## src/rtl/mdu_pkg.sv

```systemverilog
// Shared types for the iterative multiply/divide unit: operation codes and FSM states.
package mdu_pkg;

    typedef enum logic [2:0] {
        MDU_MULT  = 3'd0,
        MDU_MULTU = 3'd1,
        MDU_DIV   = 3'd2,
        MDU_DIVU  = 3'd3,
        MDU_MTHI  = 3'd4,
        MDU_MTLO  = 3'd5
    } mdu_op_t;

    typedef enum logic [1:0] {
        IDLE = 2'd0,
        RUN  = 2'd1,
        FIX  = 2'd2
    } mdu_state_t;

endpackage

```

## src/rtl/mult_div_unit_step.sv

```systemverilog
// One radix-2 iteration: shift-add multiply or restoring shift-subtract divide.
module mdu_step #(
    parameter int WIDTH = 32
) (
    input  logic                 div_mode,
    input  logic [2*WIDTH-1:0]   acc,
    input  logic [WIDTH-1:0]     opb,
    output logic [2*WIDTH-1:0]   acc_next
);

    logic [WIDTH:0] sum_s;
    logic [WIDTH:0] rem_sh_s;
    logic [WIDTH:0] diff_s;

    // Single-step datapath; acc holds {partial product, multiplier} or {remainder, dividend/quotient}
    always_comb begin
        sum_s    = {1'b0, acc[2*WIDTH-1:WIDTH]} + (acc[0] ? {1'b0, opb} : {(WIDTH+1){1'b0}});
        rem_sh_s = {acc[2*WIDTH-1:WIDTH], acc[WIDTH-1]};
        diff_s   = rem_sh_s - {1'b0, opb};
        acc_next = {2*WIDTH{1'b0}};
        if (div_mode) begin
            // a clear borrow bit means the trial subtraction fits: keep it and set the quotient bit
            if (!diff_s[WIDTH]) begin
                acc_next = {diff_s[WIDTH-1:0], acc[WIDTH-2:0], 1'b1};
            end else begin
                acc_next = {rem_sh_s[WIDTH-1:0], acc[WIDTH-2:0], 1'b0};
            end
        end else begin
            acc_next = {sum_s, acc[WIDTH-1:1]};
        end
    end

endmodule

```

## src/rtl/mult_div_unit.sv

```systemverilog
// Iterative multiply/divide unit owning HI/LO; one bit per enabled cycle, sign fix-up at the end.
module mult_div_unit
    import mdu_pkg::*;
#(
    parameter  int WIDTH = 32,
    localparam int CNT_W = $clog2(WIDTH + 1)
) (
    input  logic             clk,
    input  logic             reset,
    input  logic             clk_enable,
    input  logic             start,
    input  logic [2:0]       op,
    input  logic [WIDTH-1:0] rs_val,
    input  logic [WIDTH-1:0] rt_val,
    output logic             busy,
    output logic             done,
    output logic [WIDTH-1:0] hi,
    output logic [WIDTH-1:0] lo
);

    mdu_state_t         state_r, state_nxt_s;
    logic [CNT_W-1:0]   cnt_r;
    logic [2*WIDTH-1:0] acc_r, acc_step_s, acc_init_s, prod_s;
    logic [WIDTH-1:0]   opb_r, opb_init_s, a_abs_s, b_abs_s;
    logic [WIDTH-1:0]   quo_s, rem_s, fix_hi_s, fix_lo_s;
    logic [WIDTH-1:0]   hi_r, lo_r;
    logic               div_r, neg_q_r, neg_r_r, dz_r, busy_r, done_r;
    logic               is_md_s, signed_s, a_neg_s, b_neg_s;

    assign busy = busy_r;
    assign done = done_r;
    assign hi   = hi_r;
    assign lo   = lo_r;

    mdu_step #(.WIDTH(WIDTH)) u_step (
        .div_mode (div_r),
        .acc      (acc_r),
        .opb      (opb_r),
        .acc_next (acc_step_s)
    );

    // Operand decode: magnitudes and sign flags for the signed ops
    always_comb begin
        is_md_s    = ~op[2];
        signed_s   = (op == MDU_MULT) || (op == MDU_DIV);
        a_neg_s    = signed_s & rs_val[WIDTH-1];
        b_neg_s    = signed_s & rt_val[WIDTH-1];
        a_abs_s    = a_neg_s ? ({WIDTH{1'b0}} - rs_val) : rs_val;
        b_abs_s    = b_neg_s ? ({WIDTH{1'b0}} - rt_val) : rt_val;
        acc_init_s = {{WIDTH{1'b0}}, (op[1] ? a_abs_s : b_abs_s)};
        opb_init_s = op[1] ? b_abs_s : a_abs_s;
    end

    // Result fix-up; MIN/-1 overflow falls out of the magnitude path without a special case
    always_comb begin
        prod_s   = neg_q_r ? ({2*WIDTH{1'b0}} - acc_r) : acc_r;
        quo_s    = acc_r[WIDTH-1:0];
        rem_s    = acc_r[2*WIDTH-1:WIDTH];
        fix_hi_s = prod_s[2*WIDTH-1:WIDTH];
        fix_lo_s = prod_s[WIDTH-1:0];
        if (div_r) begin
            fix_hi_s = neg_r_r ? ({WIDTH{1'b0}} - rem_s) : rem_s;
            if (dz_r) begin
                fix_lo_s = {WIDTH{1'b1}};
            end else begin
                fix_lo_s = neg_q_r ? ({WIDTH{1'b0}} - quo_s) : quo_s;
            end
        end else begin
            fix_hi_s = prod_s[2*WIDTH-1:WIDTH];
        end
    end

    // Next-state logic
    always_comb begin
        state_nxt_s = state_r;
        case (state_r)
            IDLE: begin
                if (start && is_md_s) begin
                    state_nxt_s = RUN;
                end else begin
                    state_nxt_s = IDLE;
                end
            end
            RUN: begin
                if (cnt_r == CNT_W'(WIDTH - 1)) begin
                    state_nxt_s = FIX;
                end else begin
                    state_nxt_s = RUN;
                end
            end
            FIX:     state_nxt_s = IDLE;
            default: state_nxt_s = IDLE;
        endcase
    end

    // FSM state register
    always_ff @(posedge clk or negedge reset) begin
        if (!reset) begin
            state_r <= IDLE;
        end else if (clk_enable) begin
            state_r <= state_nxt_s;
        end
    end

    // Working registers, counter and architectural HI/LO
    always_ff @(posedge clk or negedge reset) begin
        if (!reset) begin
            cnt_r   <= {CNT_W{1'b0}};
            acc_r   <= {2*WIDTH{1'b0}};
            opb_r   <= {WIDTH{1'b0}};
            div_r   <= 1'b0;
            neg_q_r <= 1'b0;
            neg_r_r <= 1'b0;
            dz_r    <= 1'b0;
            busy_r  <= 1'b0;
            done_r  <= 1'b0;
            hi_r    <= {WIDTH{1'b0}};
            lo_r    <= {WIDTH{1'b0}};
        end else if (clk_enable) begin
            done_r <= 1'b0;
            case (state_r)
                IDLE: begin
                    if (start && is_md_s) begin
                        cnt_r   <= {CNT_W{1'b0}};
                        acc_r   <= acc_init_s;
                        opb_r   <= opb_init_s;
                        div_r   <= op[1];
                        neg_q_r <= a_neg_s ^ b_neg_s;
                        neg_r_r <= a_neg_s;
                        dz_r    <= op[1] && (rt_val == {WIDTH{1'b0}});
                        busy_r  <= 1'b1;
                    end else if (start && (op == MDU_MTHI)) begin
                        hi_r <= rs_val;
                    end else if (start && (op == MDU_MTLO)) begin
                        lo_r <= rs_val;
                    end
                end
                RUN: begin
                    acc_r <= acc_step_s;
                    cnt_r <= cnt_r + CNT_W'(1);
                end
                FIX: begin
                    hi_r   <= fix_hi_s;
                    lo_r   <= fix_lo_s;
                    done_r <= 1'b1;
                    busy_r <= 1'b0;
                end
                default: begin
                    busy_r <= 1'b0;
                end
            endcase
        end
    end

endmodule

```

## config.mk

```make
export PLATFORM = sky130hd
export DESIGN_NAME = mult_div_unit
export DESIGN_NICKNAME = d
export VERILOG_FILES = /design/src/rtl/mdu_pkg.sv /design/src/rtl/mult_div_unit_step.sv /design/src/rtl/mult_div_unit.sv
export SDC_FILE = /design/constraint.sdc
export NUM_CORES = 1
export LEC_CHECK = 0
export BUFFER_PORTS_ARGS = -buffer_cell sky130_fd_sc_hd__buf_2
export CAP_MARGIN = 25
export CELL_PAD_IN_SITES_DETAIL_PLACEMENT = 1
export CELL_PAD_IN_SITES_GLOBAL_PLACEMENT = 2
export CORE_MARGIN = 3
export CORE_UTILIZATION = 36
export CTS_CLUSTER_SIZE = 8
export DETAILED_ROUTE_END_ITERATION = 7
export GPL_TIMING_DRIVEN = 0
export PLACE_DENSITY = 0.89
export SLEW_MARGIN = 30
export SYNTH_ARGS = -nofsm -noshare
export SYNTH_HDL_FRONTEND = slang
export SYNTH_SLANG_ARGS = --single-unit
```

## constraint.sdc

```tcl
create_clock -name clk -period 4.2 [get_ports clk]
set_input_delay 0 -clock clk [delete_from_list [all_inputs] [get_ports clk]]
set_output_delay 0 -clock clk [all_outputs]
set_load 0.1 [all_outputs]
```

==> flow_summary_export.csv, run 1 <==
group,metric,value,unit
outcome,status,"completed",
job,maxCapViolCount,0,
placement,gp_congestion,0.941,
layout,n_antenna_cell,0,
sta,slew_headroom,31.2,%
critical_path,crit_chain,"inv_1 -> clkbuf_2 -> nor2_1 -> ha_1 -> nand2_1 -> or4_1 -> o22ai_1 -> a2bb2oi_2 -> a221o_1 -> a31oi_1 -> o21bai_1 -> mux2i_1 -> a211oi_1",
placement,post_dp_cell_area,16200,sq um
global_route,grt_start_max_net_pins,69,
global_route,grt_util_all_layers,28.3,%
logic_synthesis,synth_xor_area_share,10.6,%
drt,dr.pass1.iters,5,
global_route,grt_pass1_wl,95600,um
layout,fillers,4926,
sta,finalSetupTns,0,ps
critical_path,required,4540,ps
drt,wl_per_cell,24.3,um
layout,fin_cells,2595,
sta,hold_viol,0,
pwr,p_int,5.78,mW
placement,io_buffers,135,
clocking,clkSlewWorstSetupHoldPaths,70,ps
critical_path,crit_path_max_fanout,10,
sta,tightest_slew,1030,ps
pwr,ir_drop,0.000242,V
floorplan,die_h,208,um
sta,max_freq,250,MHz
pwr,pwr-share-comb,60.2,%
hold_path,hold_depth,3,
drt,first_iter_violations,1153,
logic_synthesis,yosysUniqueCellTypes,74,
layout,fin_area,17000,sq um
critical_path,r2r_start,"acc_r[0]",
sta,period_share,95.2,%
pwr,p_per_area,695,nW/um^2
global_route,grt_overflow,0,
logic_synthesis,synth_most_common_cell,"nand2_1",
pwr,p_sw,6.07,mW
clocking,cts_buffer_depth,2,
clocking,cts_root_buffer,"clkbuf_16",
logic_synthesis,yosysTopAreaCellShare,29.5,%
sta,rsz0062_at_grt,"true",
hold_path,min_to,"hi[26]",
clocking,cts_made_buffers,17,
logic_synthesis,synth_area_leader_cell,"dfrtp_1",
clocking,htree_levels,4,
pwr,switching_share,51.2,%
logic_synthesis,yosysWarningCount,0,
critical_path,crit_family,"compound AO/OA/AOI/OAI gates",
sta,finalCriticalPeriod,4000,ps
floorplan,core,40100,sq um
clocking,clkSinkCount,174,
logic_synthesis,async_flop_share,100,%
logic_synthesis,yosysSeqAreaShare,29.5,%
drt,final_antenna_net_count,0,
placement,dp_hpwl,51100,um
placement,place_inst,2539,
drt,route.detailed.drc,0,
logic_synthesis,ys_top_cells_by_count,"nand2_1 (235), o21ai_0 (209), dfrtp_1 (174)",
logic_synthesis,synthSimpleGateAreaFrac,18.3,%
logic_synthesis,ys_ff_latch,174,
logic_synthesis,synth_area_leaders,"dfrtp_1 (30%), o21ai_0 (7.1%), xnor2_1 (6.9%), nand2_1 (6.0%), ha_1 (5.8%)",
logic_synthesis,synth_compound_area_share,26.0,%
sta,setup_viol,0,
logic_synthesis,avgSynthCellArea,7.86,sq um
drt,avgViaCountPerCell,5.95,
floorplan,row_count,73,
logic_synthesis,synth_fp_nets,2019,
layout,areaGrowthSynthToFinish,15.5,%
global_route,antenna_found_initial,2,
logic_synthesis,synth-main-ff-cell,"dfrtp_1",
critical_path,r2r_cells,13,
pwr,p_total,11.9,mW
critical_path,cp_num_buf_inv,2,
sta,drv_slew,0,
clocking,cts_tree,"built",
pwr,p_clk_share,14.6,%
logic_synthesis,syn-instance-count,1877,
logic_synthesis,synth_edf_count,0,
critical_path,max_stage_delay,530,ps
logic_synthesis,netlist_area,14800,sq um
hold_path,hp-start,"rs_val[26]",
logic_synthesis,synthAdderAreaFrac,6.12,%
critical_path,critical_path.startpoint_type,"register",
logic_synthesis,synthMuxAreaShare,5.07,%
drt,drt_wl_total,63000,um
hold_path,min_path_type,"input pin to register",
layout,fin_util,42.5,%
floorplan,initial_core_util,36.8,%
critical_path,worst_r2r_endpoint,"acc_r[62]",
drt,vias,15400,
layout,nets,2200,
pwr,leakagePower,7.41,nW
floorplan,die_x,208,um
clocking,clock_latency,460,ps
pwr,p_seq_share,25.2,%
critical_path,ff2ff_setup_slack,200,ps
layout,drive_gt1_share,9.76,%
logic_synthesis,synth_top_family_by_area,"compound AO/OA/AOI/OAI gates",
critical_path,worst-setup-path-type,"register to register",
critical_path,cp-end-kind,"register",
floorplan,dieArea,43500,sq um
critical_path,worstPathArrival,4340,ps
sta,finClkSkew,11.0,ps
critical_path,cp_slowest_cell,"or4_1",
global_route,grt_pass1_vias,15600,
floorplan,ioPinCount,137,
state kept, by name, indices dropped and copies added, names as in the netlist:
register,cells
lo,32
neg_q_r,1
hi,32
state_r,2
busy,1
cnt_r,6
acc_r,64
dz_r,1
neg_r_r,1
done,1
opb_r,32
div_r,1
cell usage in the layout, fill, tap and decap left out, types with 20 or more instances in the layout:
master and instances:
a211oi_1 20, a21o_1 36, a21oi_1 129, a22oi_1 25
buf_2 136, clkbuf_1 100, dfrtp_1 173, dlygate4sd3_1 25
ha_1 69, inv_1 60, mux2i_1 68, nand2_1 235
nand3_1 21, nor2_1 161, nor3_1 43, o21ai_0 209
o22ai_1 33, o31ai_1 31, xnor2_1 117, xor2_1 61
per-layer routing:
metal  share of wire [%]  vias to the layer above  track usage, %
li1                    -                     7159               -
met1                  45                     7723            38.9
met2                  46                      479            45.9
met3                 5.4                       87            3.84
met4                 3.0                        0            9.35
met5                   0                        -               0
tightest hold or removal path, cell delays in order:
cell and delay [ps]:
buf_2 150, nand2_1 120, o221ai_1 130
how the worst max path moves through the flow:
| stage | startpoint | end | slack [ps] | cells past startpoint |
|---|---|---|---|---|
| finish | acc_r[0] | acc_r[62] | 200 | 13 |
| global route | acc_r[0] | acc_r[62] | -2 | 13 |
| CTS | acc_r[3] | hi[7] | 90 | 11 |
| detailed placement | acc_r[0] | acc_r[62] | -200 | 13 |
| global placement | acc_r[0] | acc_r[62] | -160 | 13 |
| floorplan | acc_r[0] | acc_r[63] | 930 | 14 |
power by group through the flow:
| stage | Clock (mW) | Combinational, mW | Sequential, mW |
|---|---|---|---|
| 2_1_floorplan | 0 | 4.80 | 3.06 |
| 3_3_place_gp | 0 | 6.79 | 2.96 |
| 3_5_place_dp | 0 | 7.00 | 2.98 |
| 4_1_cts | 1.73 | 7.07 | 2.95 |
| 5_1_grt | 1.79 | 7.82 | 3.04 |
| 6_report | 1.73 | 7.14 | 2.99 |
timing repair:
action                                  CTS  global route
hold buffers                             25             0
hold endpoints to repair                156             0
endpoints found under the setup margin   13            20
resized for setup                         5             5
buffers inserted                          0             0
cloned                                    0             0
cell type report:
cell class	instances	area [sq um]	area share, %
repair buffers	162	991	5.81
plain buffers	111	430	2.53
multi-input cells	1532	9780	57.4
flip-flops and latches	174	4360	25.6
clock inverters	9	136	0.800
clock buffers	22	464	2.72
well taps	525	657	3.85
inverters	60	225	1.32
stage by stage:
stage / hold WS [ps] / setup slack, ps
after floorplan: -296 / 932
after CTS: 1.93 / 89.6
final: 12.7 / 203
after detailed placement: -28.9 / -198
after global routing: 13.1 / -1.93
after global placement: 373 / -162
logic make-up (layout without fill, tap and decap cells):
kind of cell	after synthesis	count (layout)
multiplexers	74	74
flip-flops	174	174
AND/OR/NAND/NOR	592	592
buffers and inverters	171	364
XOR/XNOR	178	178
adder cells (fa/ha/maj)	71	71
AO/OA/AOI/OAI	617	617
Note: power is estimated with default switching activity, not from simulation.
==> run 2: changes to the inputs <==
--- a/config.mk
+++ b/config.mk
@@ -10,11 +10,11 @@
 export CELL_PAD_IN_SITES_DETAIL_PLACEMENT = 1
 export CELL_PAD_IN_SITES_GLOBAL_PLACEMENT = 2
 export CORE_MARGIN = 3
-export CORE_UTILIZATION = 36
+export CORE_UTILIZATION = 39
 export CTS_CLUSTER_SIZE = 8
 export DETAILED_ROUTE_END_ITERATION = 7
 export GPL_TIMING_DRIVEN = 0
-export PLACE_DENSITY = 0.89
+export PLACE_DENSITY = 0.95
 export SLEW_MARGIN = 30
 export SYNTH_ARGS = -nofsm -noshare
 export SYNTH_HDL_FRONTEND = slang
==> constraint.sdc (replaced) <==
create_clock -name clk -period 4.65 [get_ports clk]
set_input_delay 0 -clock clk [delete_from_list [all_inputs] [get_ports clk]]
set_output_delay 0 -clock clk [all_outputs]
set_load 0.1 [all_outputs]
==> run 2 against run 1 <==
  * Setup slack improved by 51 ps
  * Register-to-register slack improved by 50 ps
  * Critical path depth did not move
  * Routed wire length is 0.41% lower
  * Clock power down 3%
  * Cell area rose by 0.45%
  * Flip-flop and latch count unchanged
  * Sequential share of layout area fell by 0.12 points
  * Via count grew 0.76%
  * Critical endpoint is now acc_r[63]
==> flow_summary_export.csv, run 2 (synthesized netlist as in run 1, its figures left out) <==
group,metric,value,unit
clocking,cts_buffer_depth,2,
critical_path,worstPathArrival,4750,ps
layout,layout_commonest_cell,"nand2_1",
floorplan,dieArea,40200,sq um
critical_path,crit_start,"acc_r[0]",
critical_path,cp_slowest_cell,"a2111oi_0",
placement,dp_hpwl,50400,um
floorplan,row_count,70,
sta,setup_viol,0,
hold_path,min_path_type,"input pin to async pin",
pwr,leakagePower,7.45,nW
layout,fin_area,17100,sq um
sta,rsz0062_at_grt,"false",
sta,period_share,94.5,%
global_route,antenna_found_initial,1,
placement,place_inst,2518,
floorplan,die_h,201,um
global_route,grt_start_max_net_pins,81,
critical_path,cp_num_buf_inv,2,
layout,largest_reg_flops,64,
drt,route.detailed.drc,0,
sta,hold_slack,7.41,ps
global_route,grt_pass1_vias,16000,
critical_path,critical_path.startpoint_type,"register",
layout,fillers,4590,
sta,finClkSkew,11.4,ps
drt,drt_wl_total,62800,um
critical_path,crit_path_max_fanout,10,
pwr,ir_drop,0.000308,V
floorplan,core,37000,sq um
sta,hold_viol,0,
layout,regArea,4350,sq um
clocking,clkSlewWorstSetupHoldPaths,80,ps
layout,regMostFlops,"acc_r",
clocking,clkSinkCount,174,
clocking,htree_levels,4,
clocking,clock_latency,460,ps
drt,final_antenna_net_count,0,
drt,avgViaCountPerCell,6.02,
critical_path,required,5000,ps
pwr,p_per_area,631,nW/um^2
layout,multi_input_area,9760,sq um
critical_path,crit_chain,"inv_1 -> clkbuf_1 -> nor2_1 -> ha_1 -> a21o_1 -> a211oi_1 -> a21oi_1 -> a31oi_1 -> o21ba_2 -> o221ai_1 -> a2111oi_0 -> o32ai_1 -> o221a_2",
layout,final_cell_mix,"nand2_1 (235), o21ai_0 (209), dfrtp_1 (174)",
sta,finalSetupTns,0,ps
sta,slew_headroom,32.0,%
layout,areaGrowthSynthToFinish,16.0,%
outcome,status,"completed",
drt,wl_per_cell,24.3,um
drt,vias,15600,
critical_path,max_stage_delay,580,ps
layout,nets,2208,
layout,drive_gt1_share,9.48,%
floorplan,initial_core_util,39.9,%
floorplan,die_x,201,um
sta,finalCriticalPeriod,4400,ps
clocking,cts_tree,"built",
sta,tightest_slew,1020,ps
critical_path,crit_family,"compound AO/OA/AOI/OAI gates",
critical_path,cp-end-kind,"register",
floorplan,ioPinCount,137,
placement,io_buffers,135,
sta,max_freq,227,MHz
placement,gp_congestion,0.926,
placement,post_dp_cell_area,16100,sq um
layout,fin_util,46.3,%
global_route,grt_util_all_layers,30.5,%
critical_path,r2r_start,"acc_r[0]",
clocking,cts_root_buffer,"clkbuf_16",
global_route,grt_overflow,0,
drt,dr.pass1.iters,6,
clocking,cts_made_buffers,17,
critical_path,worst-setup-path-type,"register to register",
job,maxCapViolCount,0,
sta,drv_slew,0,
drt,first_iter_violations,1116,
layout,fin_cells,2584,
global_route,grt_pass1_wl,96200,um
run 2: layout make-up:
type,count,area share (%)
Multi-Input combinational cell,1532,57.0
Sequential cell,174,25.4
Timing Repair Buffer,170,6.26
Tap cell,504,3.68
Clock buffer,21,2.75
Buffer,111,2.49
Inverter,60,1.32
Clock inverter,11,1.05
Antenna cell,1,0.0146
run 2: final timing paths:
path	to	slack, ps	depth (start not counted)
max	acc_r[63]	250	13
min	hi[29]	7	2
max reg2reg	acc_r[63]	250	13
min reg2reg	hi[4]	480	2
max in group asynchronous	opb_r[12]	3550	4
min in group clk	acc_r[24]	20	4
run 2: routing by layer:
metal | share of wire, % | GRT usage, % | up-vias
li1 | - | - | 7169
met1 | 44 | 40.6 | 7723
met2 | 45 | 47.9 | 565
met3 | 7.1 | 6.92 | 108
met4 | 4.2 | 12.7 | 0
met5 | 0 | 0 | -
run 2: power by group:
group	leakage (nW)	switching, mW	internal, mW
Sequential	2.25	0.776	1.92
Clock	0.310	0.715	0.951
Combinational	4.90	4.03	2.42
run 2: metrics by stage:
stage | power (mW) | worst slack (ps)
final | 10.8 | 254
after global routing | 11.5 | 145
after CTS | 10.7 | 270
after detailed placement | 8.99 | 294
after global placement | 8.78 | 367
after floorplan | 7.10 | 1380
run 2: what timing repair did:
item,CTS,global route
resized for setup,0,1
setup endpoints to repair,0,1
hold buffers,33,0
buffers inserted,0,0
endpoints found under the hold margin,129,0
==> run 3: changes to the inputs <==
--- a/config.mk
+++ b/config.mk
@@ -10,11 +10,11 @@
 export CELL_PAD_IN_SITES_DETAIL_PLACEMENT = 1
 export CELL_PAD_IN_SITES_GLOBAL_PLACEMENT = 2
 export CORE_MARGIN = 3
-export CORE_UTILIZATION = 39
+export CORE_UTILIZATION = 36
 export CTS_CLUSTER_SIZE = 8
 export DETAILED_ROUTE_END_ITERATION = 7
 export GPL_TIMING_DRIVEN = 0
-export PLACE_DENSITY = 0.95
+export PLACE_DENSITY = 0.89
 export SLEW_MARGIN = 30
 export SYNTH_ARGS = -nofsm -noshare
 export SYNTH_HDL_FRONTEND = slang
==> constraint.sdc (replaced) <==
create_clock -name clk -period 4.13 [get_ports clk]
set_input_delay 0 -clock clk [delete_from_list [all_inputs] [get_ports clk]]
set_output_delay 0 -clock clk [all_outputs]
set_load 0.1 [all_outputs]
==> run 3 against run 2 <==
  * Clock skew fell by 0.93 ps
  * Total power increased by 12%
  * Count of clock-buffer cells in the layout increased by 1
  * Utilization is 3.8 points lower
  * Final cell count up 0.43%
  * Setup slack lost 47 ps
  * Register-to-register slack worse by 50 ps
  * Clock power up 5%
  * Sequential share of layout area increased by 0.086 points
  * Routed wire length rose by 0.62%
  * Fmax is 12% higher
  * Cell area decreased by 0.31%
  * Critical path type unchanged
  * Largest cell class unchanged
  * Largest power group unchanged
  * Highest routed layer unchanged
==> flow_summary_export.csv, run 3 (synthesized netlist as in run 1, its figures left out) <==
group,metric,value,unit
clocking,clkSinkCount,174,
sta,max_freq,255,MHz
drt,vias,15500,
layout,nets,2200,
sta,hold_slack,13.9,ps
critical_path,ff2ff_setup_slack,210,ps
placement,post_dp_cell_area,16200,sq um
drt,dr.pass1.iters,5,
global_route,grt_overflow,0,
clocking,post_cts_buffers,0,
critical_path,required,4470,ps
layout,areaGrowthSynthToFinish,15.6,%
clocking,cts_made_buffers,17,
critical_path,cp_slowest_cell,"dfrtp_2",
outcome,status,"completed",
hold_path,hp-start,"rs_val[26]",
critical_path,worstPathArrival,4270,ps
clocking,cts_root_buffer,"clkbuf_16",
critical_path,crit_path_max_fanout,10,
floorplan,core,40100,sq um
job,maxCapViolCount,0,
global_route,grt_util_all_layers,28.3,%
critical_path,worst-setup-path-type,"register to register",
drt,avgViaCountPerCell,5.96,
pwr,leakagePower,7.41,nW
sta,period_share,95.0,%
critical_path,critical_path.startpoint_type,"register",
layout,fin_area,17100,sq um
pwr,p_sw,6.19,mW
critical_path,cp_num_buf_inv,3,
sta,worst_slack,207,ps
drt,route.detailed.drc,0,
layout,layout_commonest_cell,"nand2_1",
hold_path,min_path_type,"input pin to register",
layout,n_antenna_cell,0,
global_route,grt_pass1_vias,15600,
hold_path,min_to,"hi[26]",
global_route,grt_pass1_wl,95600,um
layout,final_cell_mix,"nand2_1 (235), o21ai_0 (209), dfrtp_1 (173)",
clocking,htree_levels,4,
placement,io_buffers,135,
floorplan,row_count,73,
sta,tightest_slew,997,ps
sta,setup_viol,0,
sta,finalCriticalPeriod,3920,ps
sta,finalSetupTns,0,ps
critical_path,crit_chain,"inv_1 -> clkbuf_4 -> nor2_1 -> ha_1 -> clkbuf_1 -> a21o_1 -> a21bo_2 -> a221oi_1 -> o31ai_1 -> o21ba_2 -> o221ai_1 -> a2111oi_1 -> o32ai_1 -> o221a_2",
drt,drt_wl_total,63200,um
global_route,antenna_found_initial,2,
drt,wl_per_cell,24.3,um
sta,hold_viol,0,
pwr,p_int,5.89,mW
critical_path,max_stage_delay,490,ps
critical_path,r2r_start,"acc_r[0]",
pwr,p_per_area,708,nW/um^2
critical_path,r2r_cells,14,
floorplan,die_h,208,um
drt,final_antenna_net_count,0,
floorplan,ioPinCount,137,
layout,drive_gt1_share,9.95,%
pwr,switching_share,51.2,%
layout,regMostFlops,"acc_r",
sta,drv_slew,0,
critical_path,cp-end-kind,"register",
hold_path,hold_depth,3,
sta,finClkSkew,10.4,ps
layout,fin_util,42.6,%
critical_path,crit_family,"compound AO/OA/AOI/OAI gates",
pwr,pwr-share-comb,60.3,%
global_route,grt_start_max_net_pins,69,
clocking,clkSlewWorstSetupHoldPaths,70,ps
placement,post-place-ws,-268,ps
sta,rsz0062_at_grt,"false",
clocking,cts_buffer_depth,2,
placement,dp_hpwl,51100,um
floorplan,initial_core_util,36.8,%
clocking,clock_latency,460,ps
pwr,ir_drop,0.000250,V
placement,gp_congestion,0.941,
drt,first_iter_violations,1207,
pwr,p_seq_share,25.2,%
clocking,cts_tree,"built",
layout,largest_reg_flops,64,
critical_path,worst_r2r_endpoint,"acc_r[63]",
sta,slew_headroom,33.3,%
pwr,p_clk_share,14.5,%
floorplan,die_x,208,um
layout,fillers,4926,
floorplan,dieArea,43500,sq um
==> run 3: metal layers <==
metal | share of wire, % | global-route usage, %
met1 | 45 | 38.9
met4 | 3.1 | 9.35
met3 | 5.9 | 3.84
met2 | 46 | 45.9
met5 | 0 | 0
==> run 3: power by group through the flow <==
| stage | combinational, mW | clock [mW] | sequential, mW |
|---|---|---|---|
| after floorplan | 4.89 | 0 | 3.11 |
| after global placement | 6.91 | 0 | 3.01 |
| after detailed placement | 7.12 | 0 | 3.03 |
| after CTS | 7.19 | 1.76 | 3.00 |
| after global routing | 7.98 | 1.82 | 3.09 |
| final | 7.29 | 1.75 | 3.04 |
==> run 3: worst register-to-register path: cells and delay by family, from the launching register on <==
| kind | cells | cell delay [ps] |
|---|---|---|
| AOI/OAI and AO/OA | 9 | 2280 |
| DFF | 1 | 490 |
| and+or+nand+nor | 1 | 80 |
| adders and majority gates | 1 | 260 |
| buffers and inverters | 3 | 700 |
==> run 3: timing repair <==
item                       4_1_cts  5_1_grt
hold endpoints to repair       156        0
setup endpoints to repair       15       37
pin swaps                        0        1
hold buffers                    25        0
gates resized for setup          5       13
==> run 3: area by class of cell <==
cell class                      count  area [sq um]  area share [%]
Buffer                            111           435            2.55
Clock buffer                       22           464            2.72
Clock inverter                      9           136           0.799
Inverter                           60           225            1.32
Multi-Input combinational cell   1532          9800            57.4
Sequential cell                   174          4360            25.5
Tap cell                          525           657            3.85
Timing Repair Buffer              162           991            5.81
==> run 3: through the flow <==
step | total power [mW] | cells
floorplan | 7.99 | 1877
global placement | 9.92 | 2537
detailed placement | 10.1 | 2539
CTS | 12.0 | 2595
global route | 12.9 | 2595
finish | 12.1 | 2595
==> run 3: how the worst max path moves through the flow <==
stage / from / endpoint / slack (ps) / cells past startpoint
3_3_place_gp: acc_r[0] / acc_r[62] / -230 / 13
3_5_place_dp: acc_r[0] / acc_r[62] / -270 / 13
5_1_grt: acc_r[0] / acc_r[63] / 4 / 14
2_1_floorplan: acc_r[0] / acc_r[63] / 860 / 14
6_report: acc_r[0] / acc_r[63] / 210 / 14
4_1_cts: acc_r[3] / hi[7] / 20 / 11
